--- config.mk ---
export PLATFORM = sky130hd
export DESIGN_NAME = num_alu_seq
export DESIGN_NICKNAME = d
export VERILOG_FILES = /design/src/rtl/num_pkg.sv /design/src/rtl/num_seq_mul.sv /design/src/rtl/num_alu_seq.sv
export SDC_FILE = /design/constraint.sdc
export NUM_CORES = 1
export LEC_CHECK = 0
export CAP_MARGIN = 20
export CORE_MARGIN = 2
export CORE_UTILIZATION = 25
export DETAILED_ROUTE_END_ITERATION = 6
export PLACE_DENSITY = 0.54
export SETUP_SLACK_MARGIN = 0.15
export SLEW_MARGIN = 20
export SYNTH_ARGS = -nofsm -noshare
export SYNTH_HDL_FRONTEND = slang
export SYNTH_SLANG_ARGS = --single-unit
--- constraint.sdc ---
create_clock -name i_clk -period 4.85 [get_ports i_clk]
set_input_delay 0.485 -clock i_clk [delete_from_list [all_inputs] [get_ports i_clk]]
set_output_delay 0.485 -clock i_clk [all_outputs]
set_load 0.005 [all_outputs]
--- src/rtl/num_pkg.sv ---
// Shared types for the sequential add/sub/mul ALU.
package num_pkg;

    // Run-time operation select carried on i_op.
    typedef enum logic [1:0] {
        NUM_ADD = 2'd0,
        NUM_SUB = 2'd1,
        NUM_MUL = 2'd2,
        NUM_RSV = 2'd3
    } num_op_t;

    // Top-level control states.
    typedef enum logic [1:0] {
        S_IDLE = 2'd0,
        S_MUL  = 2'd1,
        S_DONE = 2'd2
    } num_state_t;

endpackage

--- src/rtl/num_seq_mul.sv ---
// Unsigned iterative shift-add multiplier.
// i_start loads the operands; one multiplier bit is consumed per cycle, LSB first, for WIDTH
// cycles. o_done strobes during the final step and o_prod carries the finished 2*WIDTH
// product in that same cycle, so the caller can register it on the last step's edge.
module num_seq_mul
    import num_pkg::*;
#(
    parameter int WIDTH = 8
) (
    input  logic                 i_clk,
    input  logic                 i_rst,
    input  logic                 i_start,
    input  logic [WIDTH-1:0]     i_a,
    input  logic [WIDTH-1:0]     i_b,
    output logic                 o_busy,
    output logic                 o_done,
    output logic [2*WIDTH-1:0]   o_prod
);

    localparam int CntW = $clog2(WIDTH + 1);

    logic [2*WIDTH-1:0] acc_q, acc_d;
    logic [2*WIDTH-1:0] mcand_q, mcand_d;
    logic [2*WIDTH-1:0] step_acc;
    logic [WIDTH-1:0]   mplier_q, mplier_d;
    logic [CntW-1:0]    cnt_q, cnt_d;
    logic               busy_q, busy_d;

    // Accumulator value after conditionally adding the shifted multiplicand.
    always_comb begin
        step_acc = acc_q;
        if (mplier_q[0]) begin
            step_acc = acc_q + mcand_q;
        end
    end

    // Load on start, otherwise advance one multiplier bit per cycle while busy.
    always_comb begin
        acc_d    = acc_q;
        mcand_d  = mcand_q;
        mplier_d = mplier_q;
        cnt_d    = cnt_q;
        busy_d   = busy_q;
        if (i_start) begin
            acc_d    = '0;
            mcand_d  = {{WIDTH{1'b0}}, i_a};
            mplier_d = i_b;
            cnt_d    = CntW'(WIDTH);
            busy_d   = 1'b1;
        end else if (busy_q) begin
            acc_d    = step_acc;
            mcand_d  = mcand_q << 1;
            mplier_d = mplier_q >> 1;
            cnt_d    = cnt_q - 1'b1;
            if (cnt_q == CntW'(1)) begin
                busy_d = 1'b0;
            end
        end
    end

    // Engine state registers.
    always_ff @(posedge i_clk or posedge i_rst) begin
        if (i_rst) begin
            acc_q    <= '0;
            mcand_q  <= '0;
            mplier_q <= '0;
            cnt_q    <= '0;
            busy_q   <= 1'b0;
        end else begin
            acc_q    <= acc_d;
            mcand_q  <= mcand_d;
            mplier_q <= mplier_d;
            cnt_q    <= cnt_d;
            busy_q   <= busy_d;
        end
    end

    assign o_busy = busy_q;
    assign o_done = busy_q && (cnt_q == CntW'(1));
    assign o_prod = step_acc;

endmodule

--- src/rtl/num_alu_seq.sv ---
// Sequential ALU: add/sub in one cycle, multiply through an iterative shift-add engine.
// Valid/ready handshake on operands and result. Add/sub/reserved results are computed from
// the operands at accept time and registered directly; multiply captures only the sign of
// the product and hands magnitudes to num_seq_mul.
// Optional feature: define NUM_ALU_OVF_EN to add the registered o_ovf overflow output.
module num_alu_seq
    import num_pkg::*;
#(
    parameter int WIDTH  = 8,
    parameter bit SIGNED = 1'b0
) (
    input  logic             i_clk,
    input  logic             i_rst,
    input  logic             i_valid,
    output logic             o_ready,
    input  logic [1:0]       i_op,
    input  logic [WIDTH-1:0] i_a,
    input  logic [WIDTH-1:0] i_b,
    output logic             o_valid,
    input  logic             i_ready,
`ifdef NUM_ALU_OVF_EN
    output logic             o_ovf,
`endif
    output logic [WIDTH-1:0] o_res
);

    num_state_t         state_q, state_d;
    logic [WIDTH-1:0]   res_q, res_d;
    logic               neg_q, neg_d;

    num_op_t            op_in;
    logic               accept;
    logic               mul_start;
    logic [WIDTH:0]     sum;
    logic [WIDTH:0]     diff;
    logic [WIDTH-1:0]   mag_a, mag_b;
    logic               mul_busy, mul_done;
    logic [2*WIDTH-1:0] mul_prod;
    logic [2*WIDTH-1:0] prod_s;

    assign op_in     = num_op_t'(i_op);
    assign accept    = i_valid && (state_q == S_IDLE);
    assign mul_start = accept && (op_in == NUM_MUL);
    // The extra top bit is the carry (add) or borrow (sub) out of WIDTH bits.
    assign sum       = {1'b0, i_a} + {1'b0, i_b};
    assign diff      = {1'b0, i_a} - {1'b0, i_b};
    assign prod_s    = neg_q ? -mul_prod : mul_prod;

    // Operand magnitudes for the unsigned engine; |MIN| still fits in WIDTH bits.
    always_comb begin
        mag_a = i_a;
        mag_b = i_b;
        if (SIGNED && i_a[WIDTH-1]) begin
            mag_a = -i_a;
        end
        if (SIGNED && i_b[WIDTH-1]) begin
            mag_b = -i_b;
        end
    end

    num_seq_mul #(
        .WIDTH (WIDTH)
    ) u_mul (
        .i_clk   (i_clk),
        .i_rst   (i_rst),
        .i_start (mul_start),
        .i_a     (mag_a),
        .i_b     (mag_b),
        .o_busy  (mul_busy),
        .o_done  (mul_done),
        .o_prod  (mul_prod)
    );

    // Control FSM and result capture.
    always_comb begin
        state_d = state_q;
        res_d   = res_q;
        neg_d   = neg_q;
        unique case (state_q)
            S_IDLE: begin
                if (accept) begin
                    unique case (op_in)
                        NUM_ADD: begin
                            res_d   = sum[WIDTH-1:0];
                            state_d = S_DONE;
                        end
                        NUM_SUB: begin
                            res_d   = diff[WIDTH-1:0];
                            state_d = S_DONE;
                        end
                        NUM_MUL: begin
                            neg_d   = SIGNED && (i_a[WIDTH-1] ^ i_b[WIDTH-1]);
                            state_d = S_MUL;
                        end
                        NUM_RSV: begin
                            res_d   = '0;
                            state_d = S_DONE;
                        end
                    endcase
                end
            end
            S_MUL: begin
                if (mul_done) begin
                    res_d   = prod_s[WIDTH-1:0];
                    state_d = S_DONE;
                end
            end
            S_DONE: begin
                if (i_ready) begin
                    state_d = S_IDLE;
                end
            end
            default: state_d = S_IDLE;
        endcase
    end

    // Control and result registers.
    always_ff @(posedge i_clk or posedge i_rst) begin
        if (i_rst) begin
            state_q <= S_IDLE;
            res_q   <= '0;
            neg_q   <= 1'b0;
        end else begin
            state_q <= state_d;
            res_q   <= res_d;
            neg_q   <= neg_d;
        end
    end

`ifdef NUM_ALU_OVF_EN
    logic ovf_q, ovf_d;
    logic add_ovf, sub_ovf, mul_ovf;
    logic unused_busy;

    assign unused_busy = mul_busy;

    // Overflow rules per operation and signedness.
    always_comb begin
        if (SIGNED) begin
            add_ovf = (i_a[WIDTH-1] == i_b[WIDTH-1]) && (sum[WIDTH-1] != i_a[WIDTH-1]);
            sub_ovf = (i_a[WIDTH-1] != i_b[WIDTH-1]) && (diff[WIDTH-1] != i_a[WIDTH-1]);
            // Top WIDTH+1 bits must be a pure sign extension of the kept result.
            mul_ovf = !(&prod_s[2*WIDTH-1:WIDTH-1]) && (|prod_s[2*WIDTH-1:WIDTH-1]);
        end else begin
            add_ovf = sum[WIDTH];
            sub_ovf = diff[WIDTH];
            mul_ovf = |mul_prod[2*WIDTH-1:WIDTH];
        end
    end

    // Overflow flag is registered on the same edge as the result it describes.
    always_comb begin
        ovf_d = ovf_q;
        if (accept) begin
            unique case (op_in)
                NUM_ADD: ovf_d = add_ovf;
                NUM_SUB: ovf_d = sub_ovf;
                NUM_MUL: ovf_d = ovf_q;
                NUM_RSV: ovf_d = 1'b0;
            endcase
        end else if ((state_q == S_MUL) && mul_done) begin
            ovf_d = mul_ovf;
        end
    end

    // Overflow register.
    always_ff @(posedge i_clk or posedge i_rst) begin
        if (i_rst) begin
            ovf_q <= 1'b0;
        end else begin
            ovf_q <= ovf_d;
        end
    end

    assign o_ovf = ovf_q;
`else
    // Carry/borrow bits and the upper product half only feed the overflow flag.
    logic unused_hi;
    assign unused_hi = ^{sum[WIDTH], diff[WIDTH], prod_s[2*WIDTH-1:WIDTH], mul_busy};
`endif

    assign o_ready = (state_q == S_IDLE);
    assign o_valid = (state_q == S_DONE);
    assign o_res   = res_q;

endmodule

==> out/results.txt, run 1 <==
Crit-path max cell delay -> 0.47 ns
Area leader, netlist -> dfrtp_1
Largest net degree at the start of global routing -> 46
Post-synth top area share -> 35.4%
Initial antenna violation count -> 0
Slew Viols, Final -> 0
Inserted Diodes -> 0
Hold Buf Count CTS -> 0
Fin area -> 3340 um^2
First-iteration detailed-routing DRC count -> 103
Instance area at placement -> 3200 um^2
Final core area utilization -> 31.0%
CP endpoint kind -> flop
CTS resizes -> 0
Post-synthesis sequential area ratio -> 35.4%
Slowest-stage cell, CP -> clkdlybuf4s50_1
Residual DRC -> 0
Postcts setup bufs -> 0
Starting Density -> 25.6%
First-pass GRT wire length -> 11.4 mm
Reg-to-reg setup timing slack -> 2.60 ns
Gr usage total -> 12.3%
Vias per std cell -> 4.79
Remaining global-route overflow -> 0
Syn avg cell area -> 8.96 um^2
Worst-path fanout max -> 8
Reg2reg end -> u_mul.acc_q[6]$_DFFE_PP0P_
CTS tree -> built
Vias in the first global route -> 2,309
Fin Clk Skew -> 0.00643 ns
Core ar. -> 10,800 um^2
Setup_tns -> 0 ns
H-tree depth -> 2
1st-pass router iterations -> 5
Input/output buffers -> 31
Startpoint types -> input port
Dpl ws -> 1.63 ns
Worst Reg-to-Reg Cells -> 8
Crit path max-delay family -> adder cells
Worst-path clk slew -> 0.09 ns
Required @ worst endpoint -> 5.01 ns
Area delta synth->final -> 21.0%
Wire length per cell -> 13.8 um
CP endpoint -> o_res[4]$_DFFE_PP0P_
Final WL -> 6.59 mm
Post-synth EDFFs -> 0
# setup viols final -> 0
Root Buffer -> clkbuf_8
Ys Warns -> 0
Worst path cell trace -> clkdlybuf4s50_1, inv_1, ha_1, mux2_2, fa_1, nor2b_1, o21ai_2, a21boi_1, nor4_1, o21ba_2, a21oi_1
#FFs+latches synth -> 39
Crit path buf inv count -> 2
Top_reg_cell synth -> dfrtp_1
Levels on crit path -> 11
Nets -> 380
Antenna viol nets, final -> 0
Final setup margin -> 1.94 ns
Critical path type -> input port to flop
Clk_lat worst skew -> 0.30 ns
Fmax -> 344 MHz
Vias -> 2,278
Pwr per Cell Area -> 541 nW/um^2
Hpwl dp -> 4.90 mm
Die Wd -> 109 um
Leak -> 1.45 nW
Syn nets -> 353
Clk buf depth -> 2
VDD IR-drop max -> 0.000186 V
Async set-or-reset flop fraction in the synthesized netlist -> 100%
Worst flop-to-flop path startpoint -> u_mul.mcand_q[0]$_DFFE_PP0P_
Cell variety after synth -> 47
Setup crit start -> i_op[1]
RePlAce Congestion -> 0.805
Max-cap viol count -> 0
Synth Instances -> 308
RSZ-0062 raised after global routing -> no
Sink Count -> 39
Die Ht -> 109 um
Hold Vio Cnt, Final -> 0
Die area -> 11,900 um^2
Final worst-path cycle share -> 59.9%
# IOs -> 32
Row count -> 38
Status -> completed
Worst-Margin Slew -> 0.867 ns
Post-layout min period -> 2.91 ns
Main area contributors after synthesis -> dfrtp_1 35%, ha_1 9.5%, mux2i_1 6.2%
Fraction of layout cells with a size suffix above 1 -> 7.74%
TritonCTS buffer count -> 5
Mapped cell area -> 2760 um^2
WP data arrival -> 3.07 ns
Hold crit path type -> flop to flop
Relative max-transition margin -> 42.1%
-- routing by layer --
layer  wire length [um]  share of wire, %  global-route usage (%)  vias to the layer above
met5                  0                 0                       0                        -
met4                171               2.6                    4.49                        0
met3                212               3.2                    1.91                       10
met2               3280                50                    21.4                       45
met1               2930                44                    15.2                     1088
li1                   -                 -                       -                     1135
-- cell usage after synthesis (4+ instances only) --
cell,number
a211oi_1,5
a21oi_1,24
buf_2,6
clkbuf_1,7
dfrtp_1,39
ha_1,21
inv_1,16
mux2i_1,17
nand2_1,25
nand2b_1,4
nand3_1,10
nor2_1,31
nor2b_1,7
nor3_1,9
o21ai_0,20
o21ai_1,5
xnor2_1,17
-- worst min path at each step --
stage,from,end,slack [ns],depth (start not counted)
6_report,o_res[3]$_DFFE_PP0P_,o_res[3]$_DFFE_PP0P_,0.53,2
3_3_place_gp,o_res[5]$_DFFE_PP0P_,o_res[5]$_DFFE_PP0P_,0.51,2
2_1_floorplan,o_res[7]$_DFFE_PP0P_,o_res[7]$_DFFE_PP0P_,0.49,2
3_5_place_dp,o_res[7]$_DFFE_PP0P_,o_res[7]$_DFFE_PP0P_,0.51,2
5_1_grt,o_res[2]$_DFFE_PP0P_,o_res[2]$_DFFE_PP0P_,0.58,2
4_1_cts,o_res[7]$_DFFE_PP0P_,o_res[7]$_DFFE_PP0P_,0.54,2
-- per-stage QoR --
stage / power, mW / std cells / hold WS [ns]
final: 1.81 / 476 / 0.530
after detailed placement: 1.48 / 468 / 0.511
after global placement: 1.47 / 468 / 0.515
after global routing: 1.96 / 476 / 0.576
after floorplan: 1.22 / 308 / 0.490
after CTS: 1.82 / 476 / 0.538
-- report_power, final --
part,switching (mW),leakage [nW],internal (mW)
registers,0.127,0.489,0.464
logic,0.456,0.895,0.424
clock network,0.129,0.0644,0.205
-- cell families after synthesis --
kind of cell / synth area share, %
AND/OR/NAND/NOR: 17.5
AO/OA/AOI/OAI: 18.6
flip-flops: 35.4
buffers and inverters: 4.49
adder cells (fa/ha/maj): 11.0
multiplexers: 7.39
XOR/XNOR: 5.71
-- registers in the layout, summed over array words and instances (netlist names) --
signal,flops
u_mul.cnt_q,4
o_res,8
u_mul.acc_q,8
u_mul.mplier_q,8
state_q,2
u_mul.mcand_q,8
u_mul.o_busy,1
-- final cells by class --
cell class | instances | area (um^2)
Clock inverter | 3 | 67.6
Sequential cell | 39 | 976
Multi-Input combinational cell | 239 | 1660
Timing Repair Buffer | 34 | 333
Inverter | 16 | 60.1
Clock buffer | 5 | 68.8
Fill cell | 1127 | 7450
Tap cell | 140 | 175
-- tightest hold or removal path, stage by stage (launching register included) --
cell and delay, ns:
dfrtp_1 0.35, nor2_1 0.05, a21oi_1 0.10
-- cells in the final DEF (no fill, tap or decap), drive strengths merged, types with 16 or more instances in the layout --
cell,n
a21oi,24
clkdlybuf4s50,31
dfrtp,39
ha,21
inv,16
mux2i,17
nand2,25
nor2,31
o21ai,27
xnor2,17
(Power assumes the default switching activity.)
==> run 2, diff against run 1 <==
clock period = 2.8 ns   (was 4.85 ns; I/O delays follow)
==> run 2 against run 1 <==
Against the previous run:
- clock power up 48%
- register-to-register slack worse by 2.1 ns
- core utilization up 0.85 points
- power up 71%
==> out/results.txt, run 2 (same netlist as run 1, synthesis figures left out) <==
Status -> completed
Vias in the first global route -> 2,342
Initial antenna violation count -> 0
Max-cap viol count -> 0
Most frequent cells in the layout -> 39 x dfrtp_1, 31 x clkdlybuf4s50_1, 30 x nor2_1, 25 x nand2_1, 23 x a21oi_1
First-pass GRT wire length -> 11.4 mm
Inserted Diodes -> 0
Final Non-Filler Cells -> 488
Leak -> 1.51 nW
TritonCTS buffer count -> 5
Instance area at placement -> 3290 um^2
Die Ht -> 109 um
Antenna viol nets, final -> 0
Starting Density -> 25.6%
CTS tree -> built
# setup viols final -> 0
Reg2reg end -> o_res[6]$_DFFE_PP0P_
Fin Clk Skew -> 0.00606 ns
Startpoint types -> input port
First-iteration detailed-routing DRC count -> 71
WP data arrival -> 2.66 ns
Critical path type -> input port to flop
Final hold slack -> 0.415 ns
Final worst-path cycle share -> 89.2%
Input/output buffers -> 31
Largest net degree at the start of global routing -> 46
Nets -> 392
Slew Viols, Final -> 0
Row count -> 38
Setup_tns -> 0 ns
Worst-path fanout max -> 4
VDD IR-drop max -> 0.000306 V
DP Cell Count -> 480
# IOs -> 32
Required @ worst endpoint -> 2.96 ns
Reg-to-reg setup timing slack -> 0.53 ns
Vias per std cell -> 4.73
Worst Reg-to-Reg Cells -> 8
Fraction of layout cells with a size suffix above 1 -> 12.4%
Fillers -> 1,109
Die Wd -> 109 um
1st-pass router iterations -> 4
Worst-Margin Slew -> 0.585 ns
Hold Buf Count CTS -> 0
Gr usage total -> 12.1%
Dpl ws -> -0.0531 ns
Clk_lat worst skew -> 0.29 ns
Sink Count -> 39
Final WL -> 6.62 mm
CP endpoint kind -> flop
Worst-path clk slew -> 0.08 ns
Die area -> 11,900 um^2
Residual DRC -> 0
RePlAce Congestion -> 0.843
Relative max-transition margin -> 61.0%
Fmax -> 400 MHz
Hpwl dp -> 4.88 mm
Worst flop-to-flop path startpoint -> u_mul.mcand_q[0]$_DFFE_PP0P_
Root Buffer -> clkbuf_8
Core ar. -> 10,800 um^2
Area delta synth->final -> 24.3%
Fin area -> 3430 um^2
Pwr per Cell Area -> 902 nW/um^2
Post-layout min period -> 2.50 ns
Most common cell after layout, fill and taps aside -> dfrtp_1
Hold crit path type -> input port to asynchronous set/reset pin
H-tree depth -> 2
Remaining global-route overflow -> 0
Clk buf depth -> 2
Hold Vio Cnt, Final -> 0
Wire length per cell -> 13.6 um
Final setup margin -> 0.301 ns
Vias -> 2,310
RSZ-0062 raised after global routing -> yes
==> run 2: changes by cell type in the layout (fill, tap and decap cells not counted), sizes merged <==
cell	delta
clkinvlp	-1
buf	+12
bufinv	-1
clkinv	+1
clkbuf	+1
==> run 2: worst max path at each step <==
stage	start	end	slack [ns]	cells past startpoint
detailed placement	i_op[0]	o_res[5]$_DFFE_PP0P_	-0.05	11
CTS	i_op[0]	o_res[7]$_DFFE_PP0P_	0.25	11
global route	i_b[1]	o_res[4]$_DFFE_PP0P_	0.10	11
floorplan	i_op[1]	o_res[7]$_DFFE_PP0P_	0.54	12
finish	i_op[0]	o_res[5]$_DFFE_PP0P_	0.30	11
global placement	i_op[0]	o_res[4]$_DFFE_PP0P_	-0.04	10
==> run 2: through the flow <==
| stage | utilization, % | power, mW |
|---|---|---|
| after CTS | 31.6 | 3.12 |
| after detailed placement | 30.5 | 2.60 |
| after floorplan | - | 2.11 |
| after global placement | 30.5 | 2.57 |
| final | 31.8 | 3.09 |
| after global routing | 31.8 | 3.37 |
==> run 2: what timing repair did <==
| item | in CTS | in global routing |
|---|---|---|
| gates resized for setup | 0 | 6 |
| setup buffers | 0 | 0 |
| setup endpoints to repair | 0 | 4 |
==> run 2: layout make-up <==
type	count	area (um^2)	area share (%)
Clock buffer	6	82.6	2.41
Clock inverter	2	35.0	1.02
Inverter	16	60.1	1.75
Multi-Input combinational cell	239	1680	49.0
Sequential cell	39	976	28.4
Tap cell	140	175	5.10
Timing Repair Buffer	46	423	12.3
==> run 2: power by group <==
group          switching [mW]  internal, mW  leakage, nW  total [mW]
clock network           0.208         0.289       0.0612       0.497
registers               0.222         0.804        0.489        1.03
logic                   0.804         0.767        0.958        1.57
==> run 2: layer usage <==
| layer | vias up | GRT usage (%) | share of wire (%) |
|---|---|---|---|
| met4 | 0 | 4.12 | 1.7 |
| met5 | - | 0 | 0 |
| met1 | 1095 | 15.2 | 46 |
| met2 | 40 | 21.2 | 50 |
| li1 | 1167 | - | - |
| met3 | 8 | 1.55 | 2.3 |
==> run 2: critical path, cell delays in order <==
cell and delay, ns:
clkdlybuf4s50_1 0.51, ha_2 0.24, mux2_2 0.37, inv_1 0.07
ha_1 0.21, nor2b_1 0.14, o21ai_2 0.14, a21oi_2 0.09
or3_1 0.32, a31oi_1 0.20, a21oi_1 0.09
==> run 3, diff against run 2 <==
GPL_TIMING_DRIVEN = 0   (was default)
==> run 3 against run 2 <==
Against the previous run:
- via count is 1.3% higher
- design area is 0.62% lower
- combinational power is 4% higher
- wire length is 4.3% higher
- power is 1.3% lower
- sequential share of layout area is 0.18 points higher
- setup slack better by 0.12 ns
- global-route usage is 0.24 points higher
- sequential cell count stayed put
- register-to-register slack hardly changed
- sequential power hardly changed
- clock skew is 0.0029 ns lower
- critical path type unchanged
==> out/results.txt, run 3 (same netlist as run 1, synthesis figures left out) <==
Slowest-stage cell, CP -> mux2_2
Most frequent cells in the layout -> 39 x dfrtp_1, 30 x nor2_1, 27 x clkdlybuf4s50_1, 25 x nand2_1, 23 x a21oi_1
Most common cell after layout, fill and taps aside -> dfrtp_1
Initial antenna violation count -> 0
P_sw -> 1.25 mW
Slew Viols, Final -> 0
1st-pass router iterations -> 4
Startpoint types -> input port
Worst flop-to-flop path startpoint -> u_mul.mcand_q[1]$_DFFE_PP0P_
CP endpoint kind -> flop
Wire length per cell -> 14.1 um
Die Wd -> 109 um
Die area -> 11,900 um^2
Worst Reg-to-Reg Cells -> 7
Area delta synth->final -> 23.6%
Final Non-Filler Cells -> 489
Fraction of layout cells with a size suffix above 1 -> 11.5%
Sw frac -> 41.0%
Relative max-transition margin -> 50.7%
Clk buf depth -> 2
Post-layout min period -> 2.38 ns
Worst-Margin Slew -> 0.740 ns
Flop pwr share -> 32.7%
Fmax -> 420 MHz
Crit path buf inv count -> 4
Clock share of power -> 13.9%
Inserted Diodes -> 0
# IOs -> 32
Final worst-path cycle share -> 85.1%
Clk_lat worst skew -> 0.29 ns
Crit-path max cell delay -> 0.37 ns
Input/output buffers -> 31
CTS tree -> built
DP Cell Count -> 480
RSZ-0062 raised after global routing -> no
Status -> completed
Nets -> 393
Reg-to-reg setup timing slack -> 0.54 ns
CP most frequent cell -> inv_1
H-tree depth -> 2
Internal -> 1.80 mW
Max-cap viol count -> 0
Reg2reg end -> o_res[7]$_DFFE_PP0P_
Vias per std cell -> 4.79
Hold Vio Cnt, Final -> 0
Pwr per Cell Area -> 896 nW/um^2
Fin Clk Skew -> 0.00317 ns
First-pass GRT wire length -> 11.4 mm
Worst path cell trace -> dlygate4sd2_1, inv_1, ha_2, buf_6, mux2_2, inv_1, ha_1, nor2b_1, o21ai_2, a21oi_2, or3_1, a31oi_1, a21oi_1
Hpwl dp -> 5.35 mm
Root Buffer -> clkbuf_8
Antenna viol nets, final -> 0
Worst-path fanout max -> 8
TritonCTS buffer count -> 5
Gr usage total -> 12.3%
Final WL -> 6.90 mm
Leak -> 1.50 nW
Vias in the first global route -> 2,257
Crit path max-delay family -> compound AO/OA/AOI/OAI gates
Critical path type -> input port to flop
Vias -> 2,341
Hold crit path type -> input port to asynchronous set/reset pin
Worst-path clk slew -> 0.08 ns
Final core area utilization -> 31.6%
Die Ht -> 109 um
Largest net degree at the start of global routing -> 30
WP data arrival -> 2.56 ns
VDD IR-drop max -> 0.000236 V
Core ar. -> 10,800 um^2
# setup viols final -> 0
Row count -> 38
First-iteration detailed-routing DRC count -> 154
Remaining global-route overflow -> 0
Required @ worst endpoint -> 2.98 ns
Hold Buf Count CTS -> 0
Comb pwr share -> 53.4%
Residual DRC -> 0
Starting Density -> 25.6%
Design Power -> 3.05 mW
Sink Count -> 39
RePlAce Congestion -> 0.820
run 3: cell count changes in the layout (fill, tap and decap cells not counted), sizes merged:
cell           before  now
buf                15    9
dlygate4sd2         0    2
dlymetal6s2s        0    2
clkbuf              6   15
clkinv              1    0
clkdlybuf4s50      31   27
bufinv              1    0
run 3: through the flow:
step	setup slack (ns)	hold slack (ns)	setup TNS, ns	area (um^2)
after floorplan	0.545	0.397	0	2760
after global placement	-0.232	0.504	-0.769	3250
after detailed placement	-0.249	0.498	-0.863	3270
after CTS	0.160	0.243	0	3380
after global routing	0.231	0.260	0	3410
final	0.417	0.240	0	3410
run 3: worst register-to-register path, cell delays in order, from the launching register on:
cell	delay, ns
dfrtp_1	0.44
ha_1	0.35
a211oi_2	0.30
o21ai_1	0.22
o221a_4	0.30
o21ai_1	0.13
nor2b_1	0.27
o221ai_2	0.14
run 3: power by group through the flow:
stage	combinational (mW)	sequential (mW)	clock, mW
2_1_floorplan	1.16	0.957	0
3_3_place_gp	1.59	1.00	0
6_report	1.63	0.999	0.425
3_5_place_dp	1.62	1.01	0
5_1_grt	1.83	1.03	0.462
4_1_cts	1.63	0.998	0.441
run 3: layout make-up:
| type | count | area (um^2) |
|---|---|---|
| Fill cell | 1150 | 7380 |
| Multi-Input combinational cell | 239 | 1690 |
| Sequential cell | 39 | 976 |
| Timing Repair Buffer | 33 | 340 |
| Tap cell | 140 | 175 |
| Clock buffer | 8 | 100 |
| Buffer | 14 | 70.1 |
| Inverter | 16 | 60.1 |
run 3: worst max path at each step:
stage	start	depth (start not counted)	to	slack (ns)
3_5_place_dp	i_op[1]	13	o_res[7]$_DFFE_PP0P_	-0.25
5_1_grt	i_b[0]	12	o_res[6]$_DFFE_PP0P_	0.23
4_1_cts	i_op[0]	11	o_res[4]$_DFFE_PP0P_	0.16
6_report	i_op[1]	13	o_res[5]$_DFFE_PP0P_	0.42
2_1_floorplan	i_op[1]	12	o_res[7]$_DFFE_PP0P_	0.54
3_3_place_gp	i_op[1]	13	o_res[7]$_DFFE_PP0P_	-0.23
run 3: layer usage:
layer,track usage (%),routed length [um],vias to the layer above,part of all wire [%]
met4,4.85,187,0,2.7
met3,1.91,198,13,2.9
met5,0,0,-,0
met1,16.1,3230,1131,47
li1,-,-,1161,-
met2,20.3,3290,36,48
run 3: repair_timing:
| action | CTS | global route |
|---|---|---|
| gates cloned | 0 | 0 |
| gates resized for setup | 6 | 8 |
| setup endpoints to repair | 4 | 4 |
| setup buffers | 0 | 1 |
| pin swaps | 2 | 4 |
